<file path="config.mk">
export PLATFORM = sky130hd
export DESIGN_NAME = bullet_pool_engine_flat
export DESIGN_NICKNAME = d
export VERILOG_FILES = /design/src/rtl/bullet_pool_if.sv /design/src/rtl/bullet_pool_engine.sv /design/src/flat_wrapper.sv
export SDC_FILE = /design/constraint.sdc
export NUM_CORES = 2
export LEC_CHECK = 0
export ABC_AREA = 1
export CAP_MARGIN = 10
export CORE_ASPECT_RATIO = 1.75
export CORE_MARGIN = 2
export CORE_UTILIZATION = 60
export CTS_BUF_LIST = sky130_fd_sc_hd__clkbuf_8
export CTS_CLUSTER_DIAMETER = 80
export DETAILED_ROUTE_END_ITERATION = 10
export PLACE_DENSITY = 0.84
export SLEW_MARGIN = 20
export SYNTH_ARGS = -nofsm -noshare
export SYNTH_HDL_FRONTEND = slang
export SYNTH_SLANG_ARGS = --single-unit
</file>
<file path="constraint.sdc">
create_clock -name clk -period 16.65 [get_ports clk]
set_clock_uncertainty 0.15 [all_clocks]
set_input_delay 1.665 -clock clk [delete_from_list [all_inputs] [get_ports clk]]
set_output_delay 1.665 -clock clk [all_outputs]
set_load 0.02 [all_outputs]
</file>
<file path="src/rtl/bullet_pool_if.sv">
// Frame-controller / plotter / hit-report bundle for the bullet pool engine.
// The engine is the slave; the frame logic and plotter side is the master.
interface bullet_pool_if #(
    parameter int X_W = 8,
    parameter int Y_W = 7,
    parameter int AW  = 7
);
    logic           start;
    logic           mode;
    logic [X_W-1:0] x_boss;
    logic [Y_W-1:0] y_boss;
    logic [X_W-1:0] x_player;
    logic [Y_W-1:0] y_player;
    logic [X_W-1:0] draw_x;
    logic [Y_W-1:0] draw_y;
    logic           draw_valid;
    logic           draw_ready;
    logic           hit;
    logic [7:0]     hit_count;
    logic [AW:0]    active_count;
    logic           overflow;
    logic           done;

    modport master (
        output start, mode, x_boss, y_boss, x_player, y_player, draw_ready,
        input  draw_x, draw_y, draw_valid, hit, hit_count, active_count, overflow, done
    );

    modport slave (
        input  start, mode, x_boss, y_boss, x_player, y_player, draw_ready,
        output draw_x, draw_y, draw_valid, hit, hit_count, active_count, overflow, done
    );
endinterface

</file>
<file path="src/rtl/bullet_pool_engine.sv">
// Boss-bullet pool: spawns radial/aimed bullets, walks the pool once per frame,
// hands each live bullet to the plotter, detects player hits and moves bullets.
module bullet_pool_engine #(
    parameter int X_W         = 8,
    parameter int Y_W         = 7,
    parameter int DEPTH       = 128,
    parameter int BURST       = 8,
    parameter int SCREEN_W    = 160,
    parameter int SCREEN_H    = 120,
    parameter int FIRE_PERIOD = 19000000,
    parameter int HIT_R       = 1,
    localparam int AW         = $clog2(DEPTH)
) (
    input  logic         clk,
    input  logic         reset,
    bullet_pool_if.slave bus
);
    typedef enum logic [2:0] {S_IDLE, S_SPAWN, S_SCAN, S_DRAW, S_UPDATE, S_DONE} state_t;

    localparam int             FW        = $clog2(FIRE_PERIOD);
    localparam logic [FW-1:0]  FIRE_LAST = FW'(FIRE_PERIOD - 1);
    localparam logic [AW-1:0]  IDX_LAST  = AW'(DEPTH - 1);
    localparam logic [AW:0]    POOL_SIZE = (AW+1)'(DEPTH);
    localparam logic [AW:0]    BURST_N   = (AW+1)'(BURST);
    localparam logic [X_W-1:0] X_MAX     = X_W'(SCREEN_W - 1);
    localparam logic [Y_W-1:0] Y_MAX     = Y_W'(SCREEN_H - 1);
    localparam logic [X_W-1:0] HIT_RX    = X_W'(HIT_R);
    localparam logic [Y_W-1:0] HIT_RY    = Y_W'(HIT_R);
    localparam logic [1:0]     V_POS     = 2'b01;
    localparam logic [1:0]     V_NEG     = 2'b11;

    logic [X_W-1:0] x_mem  [DEPTH];
    logic [Y_W-1:0] y_mem  [DEPTH];
    logic [1:0]     vx_mem [DEPTH];
    logic [1:0]     vy_mem [DEPTH];
    logic [DEPTH-1:0] valid_q;

    state_t         state_q;
    logic [AW-1:0]  idx_q, alloc_q;
    logic [AW:0]    spawned_q, examined_q;
    logic           mode_q;
    logic [FW-1:0]  fire_cnt_q;
    logic           fire_pending_q;
    logic [X_W-1:0] draw_x_q;
    logic [Y_W-1:0] draw_y_q;
    logic           draw_valid_q, hit_q, overflow_q, done_q;
    logic [7:0]     hit_count_q;
    logic [AW:0]    active_q;

    function automatic logic [1:0] dir_of(input logic gt, input logic lt);
        return gt ? V_POS : (lt ? V_NEG : 2'b00);
    endfunction

    logic [AW-1:0]  rd_idx;
    logic [X_W-1:0] cur_x, nx, dx;
    logic [Y_W-1:0] cur_y, ny, dy;
    logic [1:0]     cur_vx, cur_vy, sp_vx, sp_vy;
    logic           spawn_free, spawn_end, hit_now, leaves_screen;
    logic [AW:0]    target, spawned_d, examined_d;

    assign rd_idx = (state_q == S_SPAWN) ? alloc_q : idx_q;
    assign cur_x  = x_mem[rd_idx];
    assign cur_y  = y_mem[rd_idx];
    assign cur_vx = vx_mem[rd_idx];
    assign cur_vy = vy_mem[rd_idx];

    assign target     = mode_q ? (AW+1)'(1) : BURST_N;
    assign spawn_free = !valid_q[alloc_q];
    assign spawned_d  = spawned_q + (AW+1)'(spawn_free);
    assign examined_d = examined_q + (AW+1)'(1);
    assign spawn_end  = (spawned_d == target) || (examined_d == POOL_SIZE);

    // NOTE: every always_comb output gets a default first so no path can infer a latch.
    always_comb begin
        sp_vx = 2'b00;
        sp_vy = 2'b00;
        if (mode_q) begin
            sp_vx = dir_of(bus.x_player > bus.x_boss, bus.x_player < bus.x_boss);
            sp_vy = dir_of(bus.y_player > bus.y_boss, bus.y_player < bus.y_boss);
        end else begin
            case (spawned_q[2:0])
                3'd0: begin sp_vx = V_POS; sp_vy = 2'b00; end
                3'd1: begin sp_vx = V_POS; sp_vy = V_POS; end
                3'd2: begin sp_vx = 2'b00; sp_vy = V_POS; end
                3'd3: begin sp_vx = V_NEG; sp_vy = V_POS; end
                3'd4: begin sp_vx = V_NEG; sp_vy = 2'b00; end
                3'd5: begin sp_vx = V_NEG; sp_vy = V_NEG; end
                3'd6: begin sp_vx = 2'b00; sp_vy = V_NEG; end
                default: begin sp_vx = V_POS; sp_vy = V_NEG; end
            endcase
        end
    end

    assign dx      = (draw_x_q > bus.x_player) ? draw_x_q - bus.x_player : bus.x_player - draw_x_q;
    assign dy      = (draw_y_q > bus.y_player) ? draw_y_q - bus.y_player : bus.y_player - draw_y_q;
    assign hit_now = (dx <= HIT_RX) && (dy <= HIT_RY);

    // A bullet about to step off any screen edge is retired instead of wrapping.
    assign leaves_screen = (cur_x == '0    && cur_vx == V_NEG) || (cur_x == X_MAX && cur_vx == V_POS) ||
                           (cur_y == '0    && cur_vy == V_NEG) || (cur_y == Y_MAX && cur_vy == V_POS);
    assign nx = cur_x + {{(X_W-2){cur_vx[1]}}, cur_vx};
    assign ny = cur_y + {{(Y_W-2){cur_vy[1]}}, cur_vy};

    // NOTE: slot payload is storage, not control; only valid_q needs reset, so the
    // position/velocity arrays live in a reset-free block.
    always_ff @(posedge clk) begin
        if (state_q == S_SPAWN && spawn_free) begin
            x_mem[alloc_q]  <= bus.x_boss;
            y_mem[alloc_q]  <= bus.y_boss;
            vx_mem[alloc_q] <= sp_vx;
            vy_mem[alloc_q] <= sp_vy;
        end else if (state_q == S_UPDATE && !leaves_screen) begin
            x_mem[idx_q] <= nx;
            y_mem[idx_q] <= ny;
        end
    end

    always_ff @(posedge clk or posedge reset) begin
        if (reset) begin
            state_q        <= S_IDLE;
            valid_q        <= '0;
            idx_q          <= '0;
            alloc_q        <= '0;
            spawned_q      <= '0;
            examined_q     <= '0;
            mode_q         <= 1'b0;
            fire_cnt_q     <= '0;
            fire_pending_q <= 1'b0;
            draw_x_q       <= '0;
            draw_y_q       <= '0;
            draw_valid_q   <= 1'b0;
            hit_q          <= 1'b0;
            hit_count_q    <= '0;
            active_q       <= '0;
            overflow_q     <= 1'b0;
            done_q         <= 1'b0;
        end else begin
            hit_q  <= 1'b0;
            done_q <= 1'b0;
            case (state_q)
                S_IDLE: if (bus.start) begin
                    idx_q <= '0;
                    if (fire_pending_q) begin
                        state_q        <= S_SPAWN;
                        mode_q         <= bus.mode;
                        spawned_q      <= '0;
                        examined_q     <= '0;
                        fire_pending_q <= 1'b0;
                    end else begin
                        state_q <= S_SCAN;
                    end
                end
                S_SPAWN: begin
                    if (spawn_free) begin
                        valid_q[alloc_q] <= 1'b1;
                        active_q         <= active_q + 1'b1;
                    end
                    alloc_q    <= alloc_q + 1'b1;
                    spawned_q  <= spawned_d;
                    examined_q <= examined_d;
                    if (spawn_end) begin
                        state_q <= S_SCAN;
                        if (spawned_d != target) overflow_q <= 1'b1;
                    end
                end
                S_SCAN: begin
                    if (valid_q[idx_q]) begin
                        state_q      <= S_DRAW;
                        draw_valid_q <= 1'b1;
                        draw_x_q     <= cur_x;
                        draw_y_q     <= cur_y;
                    end else if (idx_q == IDX_LAST) begin
                        state_q <= S_DONE;
                        done_q  <= 1'b1;
                    end else begin
                        idx_q <= idx_q + 1'b1;
                    end
                end
                S_DRAW: if (bus.draw_ready) begin
                    draw_valid_q <= 1'b0;
                    if (hit_now) begin
                        hit_q          <= 1'b1;
                        hit_count_q    <= (hit_count_q == 8'hFF) ? hit_count_q : hit_count_q + 1'b1;
                        valid_q[idx_q] <= 1'b0;
                        active_q       <= active_q - 1'b1;
                        if (idx_q == IDX_LAST) begin
                            state_q <= S_DONE;
                            done_q  <= 1'b1;
                        end else begin
                            state_q <= S_SCAN;
                            idx_q   <= idx_q + 1'b1;
                        end
                    end else begin
                        state_q <= S_UPDATE;
                    end
                end
                S_UPDATE: begin
                    if (leaves_screen) begin
                        valid_q[idx_q] <= 1'b0;
                        active_q       <= active_q - 1'b1;
                    end
                    if (idx_q == IDX_LAST) begin
                        state_q <= S_DONE;
                        done_q  <= 1'b1;
                    end else begin
                        state_q <= S_SCAN;
                        idx_q   <= idx_q + 1'b1;
                    end
                end
                default: state_q <= S_IDLE;
            endcase

            // A fire event landing on the SPAWN-entry edge stays pending for the next frame.
            if (fire_cnt_q == FIRE_LAST) begin
                fire_cnt_q     <= '0;
                fire_pending_q <= 1'b1;
            end else begin
                fire_cnt_q <= fire_cnt_q + 1'b1;
            end
        end
    end

    assign bus.draw_x       = draw_x_q;
    assign bus.draw_y       = draw_y_q;
    assign bus.draw_valid   = draw_valid_q;
    assign bus.hit          = hit_q;
    assign bus.hit_count    = hit_count_q;
    assign bus.active_count = active_q;
    assign bus.overflow     = overflow_q;
    assign bus.done         = done_q;
endmodule

</file>
<file path="src/flat_wrapper.sv">
// flat-port wrapper written by rule: the top's interface ports become plain ports
module bullet_pool_engine_flat 
#(
    parameter int X_W         = 8,
    parameter int Y_W         = 7,
    parameter int DEPTH       = 128,
    parameter int BURST       = 8,
    parameter int SCREEN_W    = 160,
    parameter int SCREEN_H    = 120,
    parameter int FIRE_PERIOD = 19000000,
    parameter int HIT_R       = 1,
    localparam int AW         = $clog2(DEPTH)
)
  (clk, reset, bus_start, bus_mode, bus_x_boss, bus_y_boss, bus_x_player, bus_y_player, bus_draw_ready, bus_draw_x, bus_draw_y, bus_draw_valid, bus_hit, bus_hit_count, bus_active_count, bus_overflow, bus_done);
  bullet_pool_if #(.X_W(X_W), .Y_W(Y_W), .AW(AW)) bus_i ();
  input  logic clk;
  input  logic reset;
  input wire logic [$bits(bus_i.start)-1:0] bus_start;
  input wire logic [$bits(bus_i.mode)-1:0] bus_mode;
  input wire logic [$bits(bus_i.x_boss)-1:0] bus_x_boss;
  input wire logic [$bits(bus_i.y_boss)-1:0] bus_y_boss;
  input wire logic [$bits(bus_i.x_player)-1:0] bus_x_player;
  input wire logic [$bits(bus_i.y_player)-1:0] bus_y_player;
  input wire logic [$bits(bus_i.draw_ready)-1:0] bus_draw_ready;
  output wire logic [$bits(bus_i.draw_x)-1:0] bus_draw_x;
  output wire logic [$bits(bus_i.draw_y)-1:0] bus_draw_y;
  output wire logic [$bits(bus_i.draw_valid)-1:0] bus_draw_valid;
  output wire logic [$bits(bus_i.hit)-1:0] bus_hit;
  output wire logic [$bits(bus_i.hit_count)-1:0] bus_hit_count;
  output wire logic [$bits(bus_i.active_count)-1:0] bus_active_count;
  output wire logic [$bits(bus_i.overflow)-1:0] bus_overflow;
  output wire logic [$bits(bus_i.done)-1:0] bus_done;
  assign bus_i.start = bus_start;
  assign bus_i.mode = bus_mode;
  assign bus_i.x_boss = bus_x_boss;
  assign bus_i.y_boss = bus_y_boss;
  assign bus_i.x_player = bus_x_player;
  assign bus_i.y_player = bus_y_player;
  assign bus_i.draw_ready = bus_draw_ready;
  assign bus_draw_x = bus_i.draw_x;
  assign bus_draw_y = bus_i.draw_y;
  assign bus_draw_valid = bus_i.draw_valid;
  assign bus_hit = bus_i.hit;
  assign bus_hit_count = bus_i.hit_count;
  assign bus_active_count = bus_i.active_count;
  assign bus_overflow = bus_i.overflow;
  assign bus_done = bus_i.done;
  bullet_pool_engine #(.X_W(X_W), .Y_W(Y_W), .DEPTH(DEPTH), .BURST(BURST), .SCREEN_W(SCREEN_W), .SCREEN_H(SCREEN_H), .FIRE_PERIOD(FIRE_PERIOD), .HIT_R(HIT_R)) u_core (.clk(clk), .reset(reset), .bus(bus_i));
endmodule
</file>
==> metrics.cfg <==
[grt]
antenna_found_initial = 13
gr-total-overflow = 0
grt_max_degree = 232
grt_pass1_wl_um = 539000
grt_pass1_vias = 87655
grt_usage = 0.361

[sta]
period_minus_slack_ns = 10.57
hold_ws_ns = 0.304
fmax_ghz = 0.0946
final_hold_viol_count = 0
slew-limit-headroom = 0.180
setup-tns-final_ns = 0
slew_viol_final = 0
setup_viol = 0
fin_crit_sh = 0.635
rsz0062_at_grt = false
max_slew.worst_pin.slew_ns = 1.23

[cts]
ctsLongestPathBuffers = 4
postCtsHoldBufs = 0
postCtsSetupBuffers = 0
cts_tree = built
clock_sinks = 2655
cts_resized = 0
h-tree-depth = 5
clock_latency_ns = 1.02
cts_made_buffers = 364
path_clk_slew_ns = 0.07
cts.root.buffer_cell = clkbuf_8

[worst_setup_path]
crit_family = buffers and inverters
rrSetupSlack_ns = 6.08
reg2reg_depth = 27
crit_path_end = u_core.x_mem[79][7]$_DFFE_PP_
crit_top_cell = nand3_1
crit_start = u_core.state_q[2]$_DFFE_PP0P_
crit_fanout = 231
slowest_delay_ns = 0.82
cp_data_required_time_ns = 17.14
r2r_end = u_core.x_mem[79][7]$_DFFE_PP_
worstSetupPathType = flip-flop to flip-flop
crit_buf_inv = 10
arrival_ns = 11.07
critPathLaunchType = flip-flop
crit_path_top_delay_cell = buf_4
cp.depth = 27
critical_path.endpoint_type = flip-flop
r2r-start = u_core.state_q[2]$_DFFE_PP0P_

[logic_synthesis]
synth_nets = 11268
synthCells = 11162
synth_edf_count = 2432
ys_types = 58
ys_async_sr_fraction = 0.0840
ys_seq_area_frac = 0.670
postSynthAreaPerCell_um2 = 10.5
synth_area_um2 = 117000
synth_seq_cells = 2655
yosysWarnings = 0
synth_top_flop_cell = edfxtp_1

[drt]
drt_pass1_iterations = 11
drc = 1
drt-vias-per-instance = 6.36
met2WireLength_um = 174000
wl_met3_um = 39100
wl_um = 366000
drt-wirelength-per-cell_um = 26.1
wl_met1_um = 113000
drtIter0Drc = 13084
route.vias.total = 89469
highest_layer = met5
postRouteAntennaNets = 0

[final_layout]
mostFrequentLayoutCells = nand2_1 (3161), edfxtp_1 (2432), nand3_1 (2184)
drive_gt1_frac = 0.0740
area_delta_synth_final_pct = 8.92
design_area_um2 = 128000
finalNetCount = 11281
final_common_cell = nand2_1

[placement]
io_buffers = 69
placed_cell_area_um2 = 121000
place.gp.congestion = 1.01
dp_hpwl_um = 221000

[floorplan]
die_w_um = 338
die_h_um = 589
rows = 214
initial_core_util = 0.604
core-area_um2 = 194000
die-area_um2 = 199000
io_pins = 70

[power_and_ir_drop]
ir_worst_vdd_mv = 0.207
p_leak_uw = 0.0485
power.density_nw_per_um2 = 183

[outcome]
status = finished with violations
failed_checks = DRC

[worst_hold_path]
min_path_type = flip-flop to flip-flop

[job]
maxCapViolCount = 0

worst min path at each step:
stage	start	end	slack, ns	depth (start not counted)
floorplan	u_core.fire_cnt_q[0]$_DFF_PP0_	u_core.fire_cnt_q[0]$_DFF_PP0_	0.28	1
global placement	u_core.fire_cnt_q[0]$_DFF_PP0_	u_core.fire_cnt_q[0]$_DFF_PP0_	0.29	1
detailed placement	u_core.fire_cnt_q[0]$_DFF_PP0_	u_core.fire_cnt_q[0]$_DFF_PP0_	0.30	1
CTS	u_core.fire_cnt_q[0]$_DFF_PP0_	u_core.fire_cnt_q[0]$_DFF_PP0_	0.31	1
global route	u_core.fire_cnt_q[0]$_DFF_PP0_	u_core.fire_cnt_q[0]$_DFF_PP0_	0.34	1
finish	u_core.fire_cnt_q[0]$_DFF_PP0_	u_core.fire_cnt_q[0]$_DFF_PP0_	0.30	1
where the power goes:
group	leakage, uW	total [uW]	internal, uW	switching (uW)
clock	0.00393	4940	2450	2490
sequential	0.0248	8270	8150	117
combinational	0.0198	10200	2390	7810
layout make-up:
cell class                 count  area [um2]
antenna                        7        17.5
sequential                  2655       78600
tap                         2592        3240
clock inverter               270        1710
multi-input combinational   7086       33300
fill                       14093       66600
clock buffer                 385        5300
timing repair buffer         338        2890
inverter                     730        2770
sequential cells by signal, summed over array words and instances, names as in the netlist, 8 cells and up:
register / count
u_core.bus.active_count: 8
u_core.bus.draw_x: 8
u_core.bus.hit_count: 8
u_core.examined_q: 8
u_core.fire_cnt_q: 25
u_core.spawned_q: 8
u_core.valid_q: 128
u_core.vx_mem: 256
u_core.vy_mem: 256
u_core.x_mem: 1024
u_core.y_mem: 896
stage by stage:
stage | setup slack [ns] | power, uW | cells | utilization
2_1_floorplan | 7.09 | 14800 | 11162 | -
4_1_cts | 6.49 | 23000 | 14056 | 0.657
3_5_place_dp | 6.51 | 18200 | 13401 | 0.621
6_report | 6.08 | 23400 | 14063 | 0.658
3_3_place_gp | 6.58 | 18000 | 13398 | 0.621
5_1_grt | 5.72 | 24200 | 14059 | 0.658
cell usage after synthesis (all sizes together), types with 2 or more instances:
master,number,area (um2)
a211oi,2,15.0
a21oi,327,1650
a221oi,4,35.0
a22oi,9,67.6
a31o,4,35.0
a31oi,6,37.5
buf,421,2070
clkbuf,270,1010
clkinv,12,45.0
dfrtp,223,5580
edfxtp,2432,73000
fa,6,120
ha,65,813
inv,718,2700
mux2,2,22.5
nand2,3178,12000
nand3,2189,11000
nand3b,118,886
nand4,27,181
nor2,407,1580
nor3,30,150
nor3b,4,30.0
nor4,11,68.8
o2111ai,11,96.3
o211ai,106,796
o21ai,388,1960
o21bai,5,37.5
o221ai,10,87.6
o22ai,87,544
o31ai,6,45.0
o41ai,15,131
xnor2,13,114
xor2,47,412
per-layer routing:
| layer | track usage | vias to the layer above |
|---|---|---|
| met2 | 0.589 | 6809 |
| met4 | 0.340 | 8 |
| met1 | 0.395 | 42072 |
| met3 | 0.0710 | 1806 |
| met5 | 0 | - |
| li1 | - | 38774 |
logic make-up (layout without fill, tap and decap cells):
| family | after synthesis | after routing | synth area share |
|---|---|---|---|
| AOI/OAI and AO/OA | 984 | 984 | 0.0475 |
| xor gates and xnor gates | 60 | 60 | 0.00448 |
| adders and majority gates | 71 | 71 | 0.00795 |
| buffers and inverters | 1421 | 1723 | 0.0496 |
| DFF | 2655 | 2655 | 0.670 |
| muxes | 3 | 3 | 0.000277 |
| other | 0 | 7 | 0 |
| and+or+nand+nor | 5968 | 5968 | 0.220 |
worst register-to-register path, delay by kind of cell, from the launching register on:
| kind | cells | cell delay [ns] |
|---|---|---|
| buf+inv | 10 | 5.02 |
| simple gates | 14 | 4.08 |
| flops | 1 | 0.40 |
| compound gates | 3 | 0.48 |
Note: power is estimated with default switching activity, not from simulation.
